`src/rtl/sv32_page_table_walker.sv`:
```
`default_nettype none
// sv32_page_table_walker: two-level Sv32 walk with permission check and A/D write-back.
// Rev 1.0 - one memory transaction in flight; each result is held until the requester takes it.
module sv32_page_table_walker (
    input  logic        clk,
    input  logic        rst_n,
    input  logic        req_valid,
    output logic        req_ready,
    input  logic [31:0] req_vaddr,
    input  logic [1:0]  req_access,
    input  logic [1:0]  req_priv,
    input  logic        satp_mode,
    input  logic [21:0] satp_ppn,
    input  logic        status_sum,
    input  logic        status_mxr,
    input  logic        flush,
    output logic        resp_valid,
    input  logic        resp_ready,
    output logic [21:0] resp_ppn,
    output logic        resp_superpage,
    output logic        resp_fault,
    output logic        mem_req_valid,
    input  logic        mem_req_ready,
    output logic [33:0] mem_req_addr,
    output logic        mem_req_write,
    output logic [31:0] mem_req_wdata,
    input  logic        mem_resp_valid,
    input  logic [31:0] mem_resp_data
);

    typedef enum logic [3:0] {
        S_IDLE    = 4'd0,
        S_L1_REQ  = 4'd1,
        S_L1_WAIT = 4'd2,
        S_L0_REQ  = 4'd3,
        S_L0_WAIT = 4'd4,
        S_AD_REQ  = 4'd5,
        S_AD_WAIT = 4'd6,
        S_DONE    = 4'd7,
        S_DRAIN   = 4'd8
    } state_e;

    state_e      state_q;
    logic [9:0]  vpn0_q;
    logic [1:0]  access_q;
    logic [1:0]  priv_q;
    logic        sum_q;
    logic        mxr_q;
    logic [21:0] resp_ppn_q;
    logic        resp_superpage_q;
    logic        resp_fault_q;
    logic [33:0] mem_addr_q;
    logic        mem_write_q;
    logic [31:0] mem_wdata_q;

    logic        w_v, w_r, w_w, w_x, w_u, w_a, w_d;
    logic        w_fetch, w_store, w_at_l1;
    logic        w_perm_ok, w_pte_bad, w_pte_leaf, w_misaligned;
    logic        w_walk_fault, w_need_ad;
    logic [21:0] w_leaf_ppn;
    logic [31:0] w_ad_pte;
    state_e      w_wait_state;
    logic        w_unused;

    assign w_v = mem_resp_data[0];
    assign w_r = mem_resp_data[1];
    assign w_w = mem_resp_data[2];
    assign w_x = mem_resp_data[3];
    assign w_u = mem_resp_data[4];
    assign w_a = mem_resp_data[6];
    assign w_d = mem_resp_data[7];

    assign w_fetch = (access_q == 2'd0);
    assign w_store = access_q[1];
    assign w_at_l1 = (state_q == S_L1_WAIT);

    // Leaf permission check against the access type and effective privilege
    always_comb begin
        w_perm_ok = 1'b1;
        case (access_q)
            2'd0:    if (!w_x) w_perm_ok = 1'b0;
            2'd1:    if (!(w_r || (mxr_q && w_x))) w_perm_ok = 1'b0;
            default: if (!w_w) w_perm_ok = 1'b0;
        endcase
        if (priv_q == 2'd0) begin
            if (!w_u) w_perm_ok = 1'b0;
        end else if (w_u && (!sum_q || w_fetch)) begin
            w_perm_ok = 1'b0;
        end
    end

    assign w_pte_bad    = !w_v || (!w_r && w_w);
    assign w_pte_leaf   = w_r || w_x;
    assign w_misaligned = w_at_l1 && (mem_resp_data[19:10] != 10'd0);
    assign w_walk_fault = w_pte_bad
                        || (w_pte_leaf && (w_misaligned || !w_perm_ok))
                        || (!w_pte_leaf && !w_at_l1);
    assign w_need_ad    = !w_a || (w_store && !w_d);
    assign w_leaf_ppn   = w_at_l1 ? {mem_resp_data[31:20], vpn0_q} : mem_resp_data[31:10];
    assign w_ad_pte     = mem_resp_data | 32'h0000_0040 | (w_store ? 32'h0000_0080 : 32'h0);

    always_comb begin
        w_wait_state = S_AD_WAIT;
        case (state_q)
            S_L1_REQ: w_wait_state = S_L1_WAIT;
            S_L0_REQ: w_wait_state = S_L0_WAIT;
            default:  w_wait_state = S_AD_WAIT;
        endcase
    end

    always_ff @(posedge clk or negedge rst_n) begin
        if (!rst_n) begin
            state_q          <= S_IDLE;
            vpn0_q           <= 10'd0;
            access_q         <= 2'd0;
            priv_q           <= 2'd0;
            sum_q            <= 1'b0;
            mxr_q            <= 1'b0;
            resp_ppn_q       <= 22'd0;
            resp_superpage_q <= 1'b0;
            resp_fault_q     <= 1'b0;
            mem_addr_q       <= 34'd0;
            mem_write_q      <= 1'b0;
            mem_wdata_q      <= 32'd0;
        end else begin
            case (state_q)
                S_IDLE: begin
                    if (!flush && req_valid) begin
                        vpn0_q           <= req_vaddr[21:12];
                        access_q         <= req_access;
                        priv_q           <= req_priv;
                        sum_q            <= status_sum;
                        mxr_q            <= status_mxr;
                        mem_write_q      <= 1'b0;
                        mem_wdata_q      <= 32'd0;
                        resp_fault_q     <= 1'b0;
                        resp_superpage_q <= 1'b0;
                        if (!satp_mode || (req_priv == 2'd3)) begin
                            resp_ppn_q <= {2'b00, req_vaddr[31:12]};
                            state_q    <= S_DONE;
                        end else begin
                            resp_ppn_q <= 22'd0;
                            mem_addr_q <= {satp_ppn, req_vaddr[31:22], 2'b00};
                            state_q    <= S_L1_REQ;
                        end
                    end
                end
                S_L1_REQ, S_L0_REQ, S_AD_REQ: begin
                    // A request already handed over must still have its response drained
                    if (flush) begin
                        state_q <= mem_req_ready ? S_DRAIN : S_IDLE;
                    end else if (mem_req_ready) begin
                        state_q <= w_wait_state;
                    end
                end
                S_L1_WAIT, S_L0_WAIT: begin
                    if (flush) begin
                        state_q <= mem_resp_valid ? S_IDLE : S_DRAIN;
                    end else if (mem_resp_valid) begin
                        if (w_walk_fault) begin
                            resp_ppn_q       <= 22'd0;
                            resp_superpage_q <= 1'b0;
                            resp_fault_q     <= 1'b1;
                            state_q          <= S_DONE;
                        end else if (!w_pte_leaf) begin
                            mem_addr_q <= {mem_resp_data[31:10], vpn0_q, 2'b00};
                            state_q    <= S_L0_REQ;
                        end else begin
                            resp_ppn_q       <= w_leaf_ppn;
                            resp_superpage_q <= w_at_l1;
                            resp_fault_q     <= 1'b0;
                            if (w_need_ad) begin
                                mem_write_q <= 1'b1;
                                mem_wdata_q <= w_ad_pte;
                                state_q     <= S_AD_REQ;
                            end else begin
                                state_q <= S_DONE;
                            end
                        end
                    end
                end
                S_AD_WAIT: begin
                    if (flush) begin
                        state_q <= mem_resp_valid ? S_IDLE : S_DRAIN;
                    end else if (mem_resp_valid) begin
                        mem_write_q <= 1'b0;
                        state_q     <= S_DONE;
                    end
                end
                S_DONE: begin
                    if (flush || resp_ready) begin
                        state_q <= S_IDLE;
                    end
                end
                S_DRAIN: begin
                    if (mem_resp_valid) begin
                        state_q <= S_IDLE;
                    end
                end
                default: state_q <= S_IDLE;
            endcase
        end
    end

    assign req_ready      = (state_q == S_IDLE);
    assign resp_valid     = (state_q == S_DONE);
    assign resp_ppn       = resp_ppn_q;
    assign resp_superpage = resp_superpage_q;
    assign resp_fault     = resp_fault_q;
    assign mem_req_valid  = (state_q == S_L1_REQ) || (state_q == S_L0_REQ) || (state_q == S_AD_REQ);
    assign mem_req_addr   = mem_addr_q;
    assign mem_req_write  = mem_write_q;
    assign mem_req_wdata  = mem_wdata_q;

    assign w_unused = ^{req_vaddr[11:0], mem_resp_data[9:8], mem_resp_data[5]};

endmodule
`default_nettype wire

```
`config.mk`:
```
export PLATFORM = sky130hd
export DESIGN_NAME = sv32_page_table_walker
export DESIGN_NICKNAME = d
export VERILOG_FILES = /design/src/rtl/sv32_page_table_walker.sv
export SDC_FILE = /design/constraint.sdc
export NUM_CORES = 1
export LEC_CHECK = 0
export ABC_AREA = 1
export CORE_ASPECT_RATIO = 0.9
export CORE_UTILIZATION = 50
export CTS_BUF_LIST = sky130_fd_sc_hd__clkbuf_2 sky130_fd_sc_hd__clkbuf_4 sky130_fd_sc_hd__clkbuf_8
export CTS_CLUSTER_DIAMETER = 120
export DETAILED_ROUTE_END_ITERATION = 8
export PLACE_DENSITY_LB_ADDON = 0.05
export SLEW_MARGIN = 20
export SYNTH_ARGS = -nofsm -noshare
export SYNTH_HDL_FRONTEND = slang
export SYNTH_SLANG_ARGS = --single-unit
```
`constraint.sdc`:
```
create_clock -name clk -period 3.6 [get_ports clk]
set_clock_uncertainty 0.2 [all_clocks]
set_input_delay 0.54 -clock clk [delete_from_list [all_inputs] [get_ports clk]]
set_output_delay 0.54 -clock clk [all_outputs]
set_load 0.01 [all_outputs]
```
==> flow_summary.yaml, run 1 <==
run_status:
  run_status: "finished, violations left"
  violations: "hold timing"
clock_tree:
  postCtsResizedCells: 0
  cts.sinks: 109
  post-cts-setup-buffer-count: 0
  numCtsBuffers: 9
  cts_hold_buf: 0
  cts.path.max_buffers: 2
  clock-root-buffer: "clkbuf_8"
  cts_tree: "built"
  cts.clk_slew.worst_paths_ns: 0.11
  ctsHtreeMaxLevel: 3
  insertion_delay_ns: 0.38
worst_setup_path:
  arrival_ns: 2.76
  critPathRequiredTime_ns: 3.67
  r2r_end: "mem_req_addr[6]"
  path_common_cell: "nand2_1"
  crit_type: "flop to flop"
  worst_setup_path_end_kind: "flop"
  crit_fanout: 32
  critPathLaunchType: "flop"
  critPathMaxStageDelay_ns: 0.44
  startpoint: "state_q[0]"
  rr_startpoint: "state_q[0]"
  crit_path_top_delay_cell: "dfrtp_1"
  endpoint: "mem_req_addr[6]"
  reg2reg_depth: 9
  r2r_slack_ns: 0.91
  crit_chain: "nor2_1 -> nand2_1 -> nand2_2 -> inv_2 -> o21ai_4 -> and2_1 -> nand2_2 -> nand2_1 -> nand2_1"
sta:
  drv_slew: 0
  rsz0062_at_grt: "no"
  min_period_ns: 2.69
  fmax_ghz: 0.371
  fin_tns_setup_ns: 0
  hold_viol_final: 4
  tightest_slew_ns: 0.732
  whs_ns: -0.0191
  relSlewSlack_pct: 51.2
  finalSetupViolCount: 0
  post-route-period-util_pct: 74.8
power_and_ir_drop:
  cellPowerDensity_nw_per_um2: 758
  peakVddDrop_uv: 471
  p_leak_nw: 3.94
logic_synthesis:
  synthCells: 752
  ys.flop_type: "dfrtp_1"
  synth_edf_count: 0
  synthArstFlopShare_pct: 100
  yosys_warnings: 0
  synth_area_um2: 5500
  synth_top_area_share_pct: 49.6
  syn-mean-instance-area_um2: 7.31
  synth_area_leaders: "dfrtp_1 (50%), nand2_1 (21%), nand3_1 (7.2%), o21ai_0 (5.6%), nor2_1 (3.8%)"
  yosysSeqAreaShare_pct: 49.6
  yosys.area.top_type: "dfrtp_1"
  synth.distinct_cells: 29
  synth-seq-cells: 109
finish:
  final_cell_area_um2: 7610
  fin_nets: 1012
  drive_gt1_share_pct: 5.34
  fillers: 887
  multi_input_comb_area_um2: 2390
  fin_cells: 1046
  area.growth.synth_to_final_pct: 38.4
  n_antenna_cell: 0
  regArea_um2: 2730
detailed_routing:
  dr_total_vias: 5544
  drc: 0
  wl_per_cell_um: 16.0
  ant_nets: 0
  via_per_inst: 5.30
  drtIter0Drc: 612
  firstDrtPassIters: 6
  drt_wl_total_um: 16800
global_route:
  grt_pass1_wl_um: 26800
  antenna_found_initial: 0
  grt_start_max_net_pins: 80
  grt-ovfl-total: 0
  grt_pass1_vias: 5164
  gr-usage-all-layers_pct: 30.6
floorplan:
  start_util_pct: 52.5
  die_w_um: 113
  placementRows: 35
  ios: 194
  die_area_um2: 11400
  die_height_um: 101
  core_um2: 10500
place:
  placedCellCount: 1030
  gp_congestion: 0.901
  postPlaceCellArea_um2: 7350
  hpwl_um: 12100
  port_buffers: 179
worst_hold_path:
  hold_path.class: "input port to asynchronous set/reset pin"
run:
  maxCapViolations: 0
final cells by class:
| type | instances | area share [%] |
|---|---|---|
| clock inverters | 5 | 1.40 |
| clock buffers | 11 | 1.99 |
| inverters | 51 | 2.52 |
| multi-input cells | 549 | 31.3 |
| repair buffers | 192 | 24.8 |
| well taps | 129 | 2.12 |
| flip-flops and latches | 109 | 35.8 |
flip-flops by register name, indices dropped and copies added, names as in the netlist:
register,cells
mem_req_addr,32
mxr_q,1
sum_q,1
vpn0_q,10
mem_req_write,1
mem_req_wdata,32
state_q,4
resp_superpage,1
resp_fault,1
access_q,2
resp_ppn,22
priv_q,2
per-stage QoR:
stage | total power, mW | hold slack, ns | worst slack, ns | util, %
2_1_floorplan | 3.51 | 0.0444 | 1.65 | -
3_3_place_gp | 4.77 | 0.252 | 0.670 | 70.3
3_5_place_dp | 4.84 | 0.257 | 0.578 | 70.3
4_1_cts | 5.77 | 0.00897 | 0.945 | 72.7
5_1_grt | 6.16 | 0.0275 | 0.705 | 72.7
6_report | 5.77 | -0.0191 | 0.906 | 72.7
cells by family (layout without fill, tap and decap cells):
group / after synthesis / in the layout / share of synthesized area, %
AO/OA/AOI/OAI: 78 / 78 / 7.62
other: 1 / 2 / 0.0682
multiplexers: 9 / 9 / 1.82
AND/OR/NAND/NOR: 460 / 460 / 33.8
buffers and inverters: 95 / 259 / 7.05
flip-flops: 109 / 109 / 49.6
cell usage after synthesis, types with 2 or more instances:
master	count
buf_4	4
nor3_1	2
nand3_1	79
nand4_1	4
a31oi_1	2
nand2_2	4
buf_2	13
nand2_1	312
clkbuf_1	23
inv_1	47
mux2_2	8
dfrtp_1	109
a21oi_1	8
inv_2	4
o21ai_0	62
buf_1	4
nor2_1	55
critical path, delay by kind of cell (launching register included):
family	cells	cell delay [ns]
buf+inv	1	0.06
simple gates	7	1.52
compound gates	1	0.34
flops	1	0.44
report_power, final:
group	total (mW)	internal, mW	switching [mW]	leakage (nW)
registers	1.99	1.70	0.291	1.41
logic	2.85	1.25	1.60	2.41
clock network	0.925	0.501	0.424	0.126
worst min path at each step:
| stage | start | slack [ns] | endpoint | cells after the start |
|---|---|---|---|---|
| floorplan | rst_n | 0.04 | access_q[0] | 0 |
| global placement | mem_req_addr[12] | 0.25 | mem_req_addr[12] | 2 |
| detailed placement | mem_req_addr[23] | 0.26 | mem_req_addr[23] | 2 |
| CTS | rst_n | 0.009 | mem_req_wdata[10] | 1 |
| global route | rst_n | 0.03 | mem_req_wdata[10] | 1 |
| finish | rst_n | -0.02 | mem_req_wdata[10] | 1 |
cell usage in the layout, fill, tap and decap left out, types with 3 or more instances in the layout:
master	instances
nand2_2	4
buf_4	14
nand3_1	79
inv_1	47
nand2_1	312
nor2_1	55
inv_2	4
clkbuf_8	11
clkdlybuf4s50_1	178
a21oi_1	8
mux2_2	8
nand4_1	4
dfrtp_1	109
bufinv_16	3
o21ai_0	62
metal layers:
| layer | share of wire (%) | vias up | wire length (um) | track usage, % |
|---|---|---|---|---|
| li1 | - | 2684 | - | - |
| met1 | 44 | 2586 | 7350 | 42.2 |
| met2 | 47 | 241 | 7950 | 50.1 |
| met3 | 7.0 | 33 | 1170 | 5.45 |
| met4 | 1.9 | 0 | 312 | 8.62 |
| met5 | 0 | - | 0 | 0 |
Note: power is estimated with default switching activity, not from simulation.
==> inputs of run 2 (changes only) <==
- CORE_UTILIZATION: 50 -> 42
- clock period: 3.6 -> 2.3 ns (I/O delays scaled with it)
==> run 2 against run 1 <==
  * The run now ends clean
  * Flip-flop and latch count unchanged
  * Clock power is 46% higher
  * Total power is 63% higher
  * Routed wire length rose by 5.6%
  * Die area is 19% higher
  * Critical path type is now flop to output port
  * Critical endpoint is now req_ready
==> flow_summary.yaml, run 2 (synthesis gave the netlist of run 1 again) <==
place:
  pre_cts_ws_ns: -0.206
  gp_congestion: 0.853
  postPlaceCellArea_um2: 7710
  hpwl_um: 12800
  port_buffers: 179
  placedCellCount: 1095
worst_setup_path:
  arrival_ns: 1.69
  worst_setup_path_end_kind: "output port"
  reg2reg_depth: 11
  crit_fanout: 5
  critPathLaunchType: "flop"
  crit_type: "flop to output port"
  critPathRequiredTime_ns: 1.75
finish:
  n_antenna_cell: 0
  drive_gt1_share_pct: 9.95
  final_cell_mix: "nand2_1 (309), clkdlybuf4s50_1 (176), dfrtp_1 (108), nand3_1 (79), o21ai_0 (62)"
  fin_nets: 1050
  area.growth.synth_to_final_pct: 47.0
  fin_cells: 1119
  final_cell_area_um2: 8080
  final_common_cell: "nand2_1"
  final_util_pct: 63.4
sta:
  min_period_ns: 2.24
  finalSetupViolCount: 0
  tightest_slew_ns: 0.523
  rsz0062_at_grt: "yes"
  relSlewSlack_pct: 65.2
  post-route-period-util_pct: 97.2
  fmax_ghz: 0.447
  postLayoutSetupSlackWorst_ns: 0.0634
  hold_viol_final: 0
  drv_slew: 0
global_route:
  grt_pass1_vias: 5358
  gr-usage-all-layers_pct: 27.0
  grt_start_max_net_pins: 80
  grt_pass1_wl_um: 27900
  grt-ovfl-total: 0
  antenna_found_initial: 0
detailed_routing:
  firstDrtPassIters: 7
  via_per_inst: 5.04
  drtIter0Drc: 536
  drc: 0
  wl_per_cell_um: 15.8
  drt_wl_total_um: 17700
  dr_total_vias: 5642
  ant_nets: 0
power_and_ir_drop:
  p_leak_nw: 4.20
  p_sw_mw: 3.74
  p_total_mw: 9.38
  cellPowerDensity_nw_per_um2: 1160
  peakVddDrop_uv: 605
  power_frac_seq_pct: 33.4
  swShare_pct: 39.9
  combPwrFrac_pct: 52.2
  p_int_mw: 5.64
  clkPwrFrac_pct: 14.4
clock_tree:
  cts.path.max_buffers: 2
  clock-root-buffer: "clkbuf_8"
  numCtsBuffers: 9
  cts_tree: "built"
  cts.clk_slew.worst_paths_ns: 0.10
  ctsHtreeMaxLevel: 3
  cts.sinks: 109
  insertion_delay_ns: 0.39
floorplan:
  die_area_um2: 13600
  die_height_um: 111
  die_w_um: 123
  placementRows: 39
  core_um2: 12700
  ios: 194
  start_util_pct: 43.2
worst_hold_path:
  hold_path.class: "input port to asynchronous set/reset pin"
run:
  maxCapViolations: 0
run_status:
  run_status: "completed"
## run 2: per-stage QoR
stage,setup TNS [ns],hold slack (ns)
2_1_floorplan,0,-0.151
3_3_place_gp,-7.21,0.125
3_5_place_dp,-12.38,0.126
4_1_cts,0,0.246
5_1_grt,-0.0826,0.263
6_report,0,0.235
## run 2: power groups by stage
| stage | clock, mW | combinational [mW] | sequential (mW) |
|---|---|---|---|
| floorplan | 0 | 2.15 | 3.35 |
| detailed placement | 0 | 4.70 | 3.15 |
| global route | 1.45 | 5.41 | 3.22 |
| global placement | 0 | 4.66 | 3.13 |
| CTS | 1.37 | 4.76 | 3.13 |
| finish | 1.35 | 4.89 | 3.14 |
## run 2: worst paths after layout
check / start / end / slack (ns)
setup / recovery: state_q[3] / req_ready / 0.06
hold / removal: rst_n / mem_req_wdata[8] / 0.23
setup reg to reg: state_q[0] / mem_req_addr[16] / 0.13
hold reg to reg: mem_req_addr[23] / mem_req_addr[23] / 0.28
max in group asynchronous: rst_n / mem_req_wdata[17] / 1.06
min in group clk: mem_req_addr[23] / mem_req_addr[23] / 0.28
## run 2: worst max-delay path, stage by stage (launching register included)
cell and delay, ns:
dfrtp_2 0.46, nor2_2 0.16, nand2_2 0.10, inv_2 0.07, clkdlybuf4s50_1 0.52
## run 2: area by class of cell
cell class,count,area (um2)
Sequential cell,109,2730
Multi-Input combinational cell,549,2410
Tap cell,164,205
Inverter,51,191
Clock inverter,3,67.6
Timing Repair Buffer,230,2310
Clock buffer,13,166
Fill cell,1124,4660
## run 2: metal layers
| layer | GRT usage [%] | share of wire [%] | vias up |
|---|---|---|---|
| met4 | 6.10 | 1.4 | 0 |
| met3 | 6.77 | 7.8 | 21 |
| met1 | 39.9 | 46 | 2658 |
| met5 | 0 | 0 | - |
| met2 | 39.6 | 45 | 211 |
| li1 | - | - | 2752 |
## run 2: what timing repair did
item / CTS / global route
hold buffers: 1 / 0
endpoints found under the setup margin: 2 / 64
gates cloned: 0 / 1
pin swaps: 0 / 2
gates resized for setup: 3 / 15
buffers inserted: 2 / 4
hold endpoints to repair: 30 / 0
